--- src/rtl/stoch_cross_prod_array_pkg.sv ---
// Shared constants for the stochastic cross-product array.
// Holds component indices, vector length and the counter ceiling helper.
package stoch_cross_prod_array_pkg;

   localparam int IDX_X = 0;
   localparam int IDX_Y = 1;
   localparam int IDX_Z = 2;
   localparam int VEC3  = 3;

   // Largest value a debt counter of width w can hold.
   function automatic int cmax_of(input int w);
      return (1 << w) - 1;
   endfunction

endpackage

--- src/rtl/stoch_sat_sub_cnt.sv ---
// Counter-based saturating bitstream subtractor (y ~ a - b, clipped at 0).
// Ports: CLK, RST (async high), en, clr, a, b -> y, sat (sticky ceiling hit).
import stoch_cross_prod_array_pkg::*;

module stoch_sat_sub_cnt #(
   parameter int CNT_WIDTH = 4
) (
   input  logic CLK,
   input  logic RST,
   input  logic en,
   input  logic clr,
   input  logic a,
   input  logic b,
   output logic y,
   output logic sat
);

   localparam logic [CNT_WIDTH-1:0] CMAX =
      CNT_WIDTH'(cmax_of(CNT_WIDTH));
   localparam logic [CNT_WIDTH-1:0] CMAX_M1 = CMAX - 1'b1;

   logic [CNT_WIDTH-1:0] c_q, c_d;
   logic                 sat_q, sat_d;
   logic                 y_c;

   // c holds the "debt" of b pulses not yet cancelled by a pulses.
   always_comb begin
      c_d   = c_q;
      sat_d = sat_q;
      y_c   = 1'b0;
      if (clr) begin
         c_d   = '0;
         sat_d = 1'b0;
      end else if (en) begin
         if (a && !b) begin
            if (c_q != '0) c_d = c_q - 1'b1;
            else           y_c = 1'b1;
         end else if (!a && b) begin
            // At the ceiling the excess b is dropped.
            if (c_q == CMAX) begin
               sat_d = 1'b1;
            end else begin
               c_d = c_q + 1'b1;
               if (c_q == CMAX_M1) sat_d = 1'b1;
            end
         end
      end
   end

   always_ff @(posedge CLK or posedge RST) begin
      if (RST) begin
         c_q   <= '0;
         sat_q <= 1'b0;
      end else begin
         c_q   <= c_d;
         sat_q <= sat_d;
      end
   end

   // Output reads 0 while reset is held, even combinationally.
   assign y   = y_c & ~RST;
   assign sat = sat_q;

endmodule

--- src/rtl/stoch_cross_prod_array.sv ---
// NUM_CH-channel stochastic 3D cross product u x v as split-sign bitstreams.
// Ports: CLK, RST, en, clr, u, v -> y_p, y_m, y_valid, sat_flag.
import stoch_cross_prod_array_pkg::*;

module stoch_cross_prod_array #(
   parameter int NUM_CH    = 1,
   parameter int CNT_WIDTH = 4,
   parameter int OUT_REG   = 0
) (
   input  logic                   CLK,
   input  logic                   RST,
   input  logic                   en,
   input  logic                   clr,
   input  logic [3*NUM_CH-1:0]    u,
   input  logic [3*NUM_CH-1:0]    v,
   output logic [3*NUM_CH-1:0]    y_p,
   output logic [3*NUM_CH-1:0]    y_m,
   output logic                   y_valid,
   output logic [NUM_CH-1:0]      sat_flag
);

   localparam int W = VEC3 * NUM_CH;

   logic [W-1:0] m1, m2;
   logic [W-1:0] yp_c, ym_c;
   logic [W-1:0] sat_p, sat_m;
   logic         valid_c;

   assign valid_c = en & ~clr & ~RST;

   for (genvar k = 0; k < NUM_CH; k++) begin : g_ch
      localparam int B = VEC3 * k;

      assign m1[B+IDX_X] = u[B+IDX_Y] & v[B+IDX_Z];
      assign m2[B+IDX_X] = u[B+IDX_Z] & v[B+IDX_Y];
      assign m1[B+IDX_Y] = u[B+IDX_Z] & v[B+IDX_X];
      assign m2[B+IDX_Y] = u[B+IDX_X] & v[B+IDX_Z];
      assign m1[B+IDX_Z] = u[B+IDX_X] & v[B+IDX_Y];
      assign m2[B+IDX_Z] = u[B+IDX_Y] & v[B+IDX_X];

      for (genvar i = 0; i < VEC3; i++) begin : g_cmp
         stoch_sat_sub_cnt #(.CNT_WIDTH(CNT_WIDTH)) u_p (
            .CLK(CLK), .RST(RST), .en(en), .clr(clr),
            .a(m1[B+i]), .b(m2[B+i]),
            .y(yp_c[B+i]), .sat(sat_p[B+i])
         );
         stoch_sat_sub_cnt #(.CNT_WIDTH(CNT_WIDTH)) u_m (
            .CLK(CLK), .RST(RST), .en(en), .clr(clr),
            .a(m2[B+i]), .b(m1[B+i]),
            .y(ym_c[B+i]), .sat(sat_m[B+i])
         );
      end

      assign sat_flag[k] = |{sat_p[B +: VEC3], sat_m[B +: VEC3]};
   end

   if (OUT_REG != 0) begin : g_oreg
      logic [W-1:0] y_p_q, y_m_q;
      logic         y_valid_q;

      // Loads every cycle; stall cycles load the zeros produced upstream.
      always_ff @(posedge CLK or posedge RST) begin
         if (RST) begin
            y_p_q     <= '0;
            y_m_q     <= '0;
            y_valid_q <= 1'b0;
         end else begin
            y_p_q     <= yp_c;
            y_m_q     <= ym_c;
            y_valid_q <= valid_c;
         end
      end

      assign y_p     = y_p_q;
      assign y_m     = y_m_q;
      assign y_valid = y_valid_q;
   end else begin : g_comb
      assign y_p     = yp_c;
      assign y_m     = ym_c;
      assign y_valid = valid_c;
   end

endmodule
--- config.mk ---
export PLATFORM = sky130hd
export DESIGN_NAME = stoch_cross_prod_array
export DESIGN_NICKNAME = d
export VERILOG_FILES = /design/src/rtl/stoch_cross_prod_array_pkg.sv /design/src/rtl/stoch_sat_sub_cnt.sv /design/src/rtl/stoch_cross_prod_array.sv
export SDC_FILE = /design/constraint.sdc
export NUM_CORES = 1
export LEC_CHECK = 0
export CAP_MARGIN = 10
export CORE_ASPECT_RATIO = 0.75
export CORE_UTILIZATION = 60
export CTS_BUF_LIST = sky130_fd_sc_hd__clkbuf_4 sky130_fd_sc_hd__clkbuf_8
export CTS_CLUSTER_SIZE = 8
export DETAILED_ROUTE_END_ITERATION = 8
export GPL_TIMING_DRIVEN = 1
export PLACE_DENSITY_LB_ADDON = 0.05
export SLEW_MARGIN = 20
export SYNTH_ARGS = -nofsm -noshare
export SYNTH_HDL_FRONTEND = slang
export SYNTH_SLANG_ARGS = --single-unit
--- constraint.sdc ---
create_clock -name CLK -period 2.4 [get_ports CLK]
set_clock_uncertainty 0.1 [all_clocks]
set_input_delay 0.48 -clock CLK [delete_from_list [all_inputs] [get_ports CLK]]
set_output_delay 0.48 -clock CLK [all_outputs]
set_load 0.005 [all_outputs]
==> flow_summary.json, run 1 <==
{
  "synth_top_area_frac": 0.338,
  "synth.distinct_cells": 52,
  "power_density_mw_per_mm2": 447,
  "clk_latency_ns": 0.29,
  "design_area_mm2": 0.00314,
  "timing.final.ws_setup_ns": -0.0242,
  "max_slew_margin": 0.634,
  "synth_flop_cell": "dfrtp_1",
  "synth_fa_ha_area_frac": 0.0676,
  "crit_required_ns": 2.50,
  "initialDrtViolationCount": 264,
  "critical-path-max-stage-delay_ns": 0.51,
  "dr.pass1.iters": 5,
  "ant_nets": 0,
  "layout_min_cycle_time_ns": 2.42,
  "worst_slew_pin_slew_ns": 0.549,
  "place.gp.congestion": 0.907,
  "p_clk_frac": 0.355,
  "grt_max_degree": 39,
  "wl_per_cell_um": 20.0,
  "peakVddDrop_v": 0.000400,
  "maxCapViolations": 0,
  "port_buffers": 17,
  "switching_share": 0.295,
  "syn2layout_area_growth_pct": 41.2,
  "grt_util_all_layers": 0.359,
  "cp-end-kind": "register",
  "antenna_found_initial": 0,
  "grt_pass1_wl_um": 10300,
  "hpwl_um": 4490,
  "cts_hold_buf": 0,
  "p_seq_frac": 0.381,
  "cts_root_buffer": "clkbuf_8",
  "setup_viol": 1,
  "hold_path.class": "in2async",
  "status": "finished with violations",
  "path_clk_slew_ns": 0.07,
  "drc": 0,
  "start_util": 0.653,
  "ys_warn_count": 0,
  "rows": 18,
  "finalCritPeriodShare": 1.01,
  "p_comb_frac": 0.264,
  "place_area_mm2": 0.00287,
  "clock.fmax_mhz": 413,
  "synthesis.area_mm2": 0.00222,
  "muxShareOfSynthArea": 0.0811,
  "crit_path_cell_trace": "clkdlybuf4s50_1, nand2_1, buf_4, nor2_2, buf_4, xor2_1, ha_1, a41oi_1, xnor2_1, nand2_1, mux2i_1",
  "grt_pass1_vias": 2189,
  "ios": 18,
  "leakage_nw": 1.54,
  "synth_compound_area_frac": 0.158,
  "critPathSlowestCell": "clkdlybuf4s50_1",
  "synth_seq_cells": 30,
  "critPathMaxFanout": 5,
  "core_area_mm2": 0.00340,
  "seq_area_um2": 751,
  "clock-sinks": 30,
  "cts_tree": "built",
  "die_x_um": 72.3,
  "async_reset_ff_frac": 1.00,
  "clk_path_buf_depth": 2,
  "die_h_um": 54.7,
  "vias_per_cell": 6.40,
  "fillers": 129,
  "syn_area_per_cell_um2": 9.22,
  "vias": 2362,
  "synthXorXnorAreaFrac": 0.0749,
  "syn_nets": 263,
  "synth_top_family_by_area": "simple AND/OR/NAND/NOR gates",
  "cts_buffers": 5,
  "synth_enable_flop_cells": 0,
  "startpoint_type": "primary input",
  "failed_checks": "negative setup slack",
  "netlist_instances": 241,
  "nets": 340,
  "wl_um": 7370,
  "slew_viol_final": 0,
  "hold-worst-slack_ns": 0.347,
  "fin_total_pwr_mw": 1.40,
  "path_class": "in2reg",
  "switchingPower_mw": 0.413,
  "cp.arrival_ns": 2.53,
  "synth_area_leaders": "dfrtp_1 (34%), ha_1 (6.8%), mux2i_1 (5.4%)",
  "multi_input_area_mm2": 0.00149,
  "h-tree-depth": 2,
  "synth_top_area_cell": "dfrtp_1",
  "diodes": 0,
  "synth.yosys.seq_area_share": 0.338,
  "dieArea_mm2": 0.00395,
  "final_layout_size_suffix_gt1_frac": 0.386,
  "synth-simple-area-share": 0.223,
  "overflow": 0,
  "hold_viol_final": 0,
  "cellInternalPower_mw": 0.989
}
-- cell type report --
cell class / count / area share
multi-input cells: 186 / 0.473
flip-flops and latches: 30 / 0.239
repair buffers: 89 / 0.225
clock buffers: 8 / 0.0351
well taps: 50 / 0.0199
inverters: 6 / 0.00718
-- worst paths after layout --
path                       cells after the start                                 endpoint  slack [ns]                                     from
setup / recovery                              11  g_ch[0].g_cmp[0].u_p.c_q[2]$_DFFE_PP0P_       -0.02                                     v[2]
hold / removal                                 2  g_ch[0].g_cmp[0].u_m.c_q[2]$_DFFE_PP0P_        0.35                                      RST
setup reg to reg                               7  g_ch[0].g_cmp[1].u_p.c_q[1]$_DFFE_PP0P_        0.36  g_ch[0].g_cmp[1].u_p.c_q[2]$_DFFE_PP0P_
hold reg to reg                                2     g_ch[0].g_cmp[1].u_m.sat$_DFFE_PP0P_        0.42     g_ch[0].g_cmp[1].u_m.sat$_DFFE_PP0P_
max in group asynchronous                      3  g_ch[0].g_cmp[1].u_p.c_q[0]$_DFFE_PP0P_        1.36                                      RST
min in group CLK                               2     g_ch[0].g_cmp[1].u_m.sat$_DFFE_PP0P_        0.42     g_ch[0].g_cmp[1].u_m.sat$_DFFE_PP0P_
-- Yosys cell counts, types with 2 or more instances --
cell type,instances
inv_1,5
a32o_2,4
dfrtp_1,30
or4_1,4
xor2_1,7
and3_1,3
ha_1,12
nand2b_1,3
nor4_1,2
a41oi_1,6
o21ai_0,11
nand3_1,4
nor4b_1,4
a31oi_1,7
xnor2_1,12
buf_2,3
mux2i_1,12
nand2_1,13
clkbuf_1,7
mux2_2,4
buf_4,6
a21oi_1,3
a311o_1,3
nor2_1,32
nor3_1,7
nand4_1,4
nor2b_1,5
o21a_1,4
-- layer usage --
| layer | global-route usage | up-vias | share of wire |
|---|---|---|---|
| met5 | 0 | - | 0 |
| met4 | 0.160 | 0 | 0.038 |
| met2 | 0.620 | 158 | 0.49 |
| met3 | 0.112 | 46 | 0.084 |
| met1 | 0.421 | 1130 | 0.38 |
| li1 | - | 1028 | - |
-- repair_timing --
action | 4_1_cts | 5_1_grt
endpoints found under the setup margin | 11 | 14
pin swaps | 1 | 7
setup buffers | 3 | 1
hold endpoints to repair | 0 | 0
resized for setup | 29 | 24
-- power by group through the flow --
stage / Sequential (mW) / Clock, mW / Combinational, mW
after floorplan: 0.546 / 0 / 0.166
after global placement: 0.540 / 0 / 0.305
after detailed placement: 0.542 / 0 / 0.321
after CTS: 0.533 / 0.487 / 0.333
after global routing: 0.536 / 0.523 / 0.393
final: 0.535 / 0.498 / 0.370
-- sequential cells by signal, summed over array words and instances (netlist names) --
name and count:
g_ch.g_cmp.u_m.c_q 12, g_ch.g_cmp.u_p.sat 3, g_ch.g_cmp.u_p.c_q 12, g_ch.g_cmp.u_m.sat 3
-- critical path: cells and delay by family --
family          cells  cell delay [ns]
compound gates      1             0.05
xor+xnor            2             0.40
fa+ha+maj           1             0.18
buf+inv             3             0.85
mux                 1             0.16
simple gates        3             0.41
-- cell usage in the layout, fill, tap and decap left out, drive strengths merged, types with 9 or more instances in the layout --
master	count
xnor2	12
buf	76
clkbuf	9
nand2	14
o21ai	12
ha	12
dfrtp	30
nor2	33
mux2i	12
-- kinds of logic (layout without fill, tap and decap cells) --
group / Yosys count / in the layout
DFF: 30 / 30
and+or+nand+nor: 93 / 93
muxes: 17 / 17
buffers and inverters: 25 / 103
AOI/OAI and AO/OA: 45 / 45
xor gates and xnor gates: 19 / 19
adders and majority gates: 12 / 12
-- metrics by stage --
stage               utilization  TNS [ns]  instances  setup WS [ns]
global placement          0.844     -4.71        357         -0.448
finish                    0.923   -0.0242        369        -0.0242
detailed placement        0.844     -5.83        357         -0.442
floorplan                     -         0        241          0.260
global route              0.923    -0.239        369        -0.0954
CTS                       0.886         0        368        0.00173
Power figures use the tool's default switching activity.
==> run 2: changes to the inputs <==
Settings changed: ABC_CLOCK_PERIOD_IN_PS set to 2400, CORE_MARGIN set to 10.
==> run 2 against run 1 <==
Compared with the run above:
- the run still ends with negative setup slack left
- count of clock-buffer cells in the layout down 1
- clock power decreased by 12%
- critical endpoint is now g_ch[0].g_cmp[0].u_p.c_q[3]$_DFFE_PP0P_
- routed wire length is 13% lower
- total power is 6.1% lower
- largest power group unchanged
- register-to-register slack better by 0.09 ns
- combinational power shrank 6.8%
- critical path type unchanged
- sequential cell count is the same
==> flow_summary.json, run 2 (same netlist as run 1, synthesis figures left out) <==
{
  "status": "finished with violations",
  "failed_checks": "negative setup slack",
  "r2r_slack_ns": 0.45,
  "switchingPower_mw": 0.387,
  "maxCapViolations": 0,
  "clk_path_buf_depth": 2,
  "place.gp.congestion": 0.914,
  "hold-worst-slack_ns": 0.414,
  "grt_pass1_vias": 2176,
  "max_slew_margin": 0.590,
  "multi_input_area_mm2": 0.00146,
  "p_comb_frac": 0.262,
  "path_class": "in2reg",
  "fin_tns_setup_ns": -0.0239,
  "setup_viol": 1,
  "peakVddDrop_v": 0.000550,
  "cts_buffers": 5,
  "r2r_start": "g_ch[0].g_cmp[0].u_m.c_q[3]$_DFFE_PP0P_",
  "final_cells": 365,
  "grt_pass1_wl_um": 10200,
  "port_buffers": 17,
  "wl_per_cell_um": 17.5,
  "hold_path.class": "reg2reg",
  "antenna_found_initial": 0,
  "hpwl_um": 4420,
  "start_util": 0.615,
  "rows": 19,
  "dr.pass1.iters": 5,
  "final_core_util": 0.840,
  "slew_viol_final": 0,
  "dieArea_mm2": 0.00656,
  "final_cell_mix": "buf_4 (65), nor2_1 (31), dfrtp_1 (30)",
  "cp.arrival_ns": 2.51,
  "grt_util_all_layers": 0.188,
  "vias_per_cell": 6.12,
  "drc": 0,
  "seq_area_um2": 751,
  "critPathMaxFanout": 5,
  "initialDrtViolationCount": 241,
  "die_h_um": 72.7,
  "leakage_nw": 1.50,
  "critPathSlowestCell": "clkdlybuf4s50_1",
  "worst_slew_pin_slew_ns": 0.609,
  "clock-sinks": 30,
  "h-tree-depth": 2,
  "cts_tree": "built",
  "layout_min_cycle_time_ns": 2.42,
  "hold_viol_final": 0,
  "power_density_mw_per_mm2": 434,
  "worst_r2r_path_depth": 4,
  "grt_max_degree": 39,
  "placedCellCount": 355,
  "core_area_mm2": 0.00361,
  "path_clk_slew_ns": 0.07,
  "dp_slack_ns": -0.506,
  "r2r_end": "g_ch[0].g_cmp[0].u_m.c_q[3]$_DFFE_PP0P_",
  "cp-end-kind": "register",
  "wl_um": 6390,
  "holdPathEnd": "g_ch[0].g_cmp[2].u_p.sat$_DFFE_PP0P_",
  "clock.fmax_mhz": 413,
  "finalCritPeriodShare": 1.01,
  "final_layout_size_suffix_gt1_frac": 0.364,
  "syn2layout_area_growth_pct": 36.5,
  "fillers": 214,
  "overflow": 0,
  "cellInternalPower_mw": 0.930,
  "cts_hold_buf": 0,
  "reg_top3": "g_ch.g_cmp.u_m.c_q (12), g_ch.g_cmp.u_p.c_q (12)",
  "clk_latency_ns": 0.29,
  "ant_nets": 0,
  "final_common_cell": "buf_4",
  "worstHoldStart": "g_ch[0].g_cmp[2].u_p.sat$_DFFE_PP0P_",
  "die_x_um": 90.3,
  "startpoint_type": "primary input",
  "critical-path-max-stage-delay_ns": 0.46,
  "nets": 334,
  "holdPathStages": 2,
  "vias": 2234,
  "cts_root_buffer": "clkbuf_8",
  "p_clk_frac": 0.333,
  "switching_share": 0.294,
  "timing.final.ws_setup_ns": -0.0239,
  "rsz0062_at_grt": "yes",
  "crit_required_ns": 2.48,
  "diodes": 0,
  "p_seq_frac": 0.405,
  "ios": 18,
  "crit_path_cell_trace": "clkdlybuf4s50_1, and2_4, buf_4, nor2_2, ha_1, a31oi_1, nor3_1, o21ai_1, mux2_2"
}
==> run 2: worst max-delay path by stage <==
stage | start | endpoint | cells past startpoint
5_1_grt | en | y_p[2] | 5
3_3_place_gp | en | y_m[1] | 5
3_5_place_dp | en | y_m[1] | 5
4_1_cts | en | y_p[0] | 6
6_report | v[1] | g_ch[0].g_cmp[0].u_p.c_q[3]$_DFFE_PP0P_ | 9
2_1_floorplan | v[1] | g_ch[0].g_cmp[0].u_p.c_q[3]$_DFFE_PP0P_ | 8
==> run 2: power by group through the flow <==
stage                     sequential (mW)  clock (mW)  combinational [mW]
after floorplan                     0.546           0               0.166
after global placement              0.540           0               0.299
after detailed placement            0.542           0               0.314
after CTS                           0.533       0.445               0.323
after global routing                0.536       0.468               0.371
final                               0.533       0.439               0.345
==> run 2: per-stage QoR <==
step	cell area (um^2)	total power [mW]
floorplan	2220	0.712
global placement	2830	0.839
detailed placement	2830	0.856
CTS	2950	1.30
global route	3030	1.37
finish	3030	1.32
==> run 2: layout make-up <==
| cell class | instances | share of cell area |
|---|---|---|
| well taps | 52 | 0.0214 |
| flip-flops and latches | 30 | 0.247 |
| multi-input cells | 186 | 0.482 |
| clock buffers | 7 | 0.0297 |
| inverters | 6 | 0.00742 |
| repair buffers | 83 | 0.210 |
| clock inverters | 1 | 0.00165 |
==> run 2: per-layer routing <==
| metal | global-route usage | vias up | wire length (um) |
|---|---|---|---|
| met4 | 0.0704 | 0 | 206 |
| met2 | 0.336 | 89 | 3180 |
| met5 | 0 | - | 0 |
| met1 | 0.220 | 1099 | 2650 |
| li1 | - | 1018 | - |
| met3 | 0.0380 | 28 | 353 |
==> run 2: repair_timing <==
item | in CTS | in global routing
endpoints found under the hold margin | 0 | 0
buffers inserted | 2 | 0
endpoints found under the setup margin | 10 | 11
resized for setup | 33 | 19
pin swaps | 2 | 0
==> run 2: worst max-delay path, delay by kind of cell <==
family	cells	cell delay, ns
AOI/OAI and AO/OA	2	0.40
adders and majority gates	1	0.28
buffers and inverters	2	0.61
muxes	1	0.35
and+or+nand+nor	3	0.38
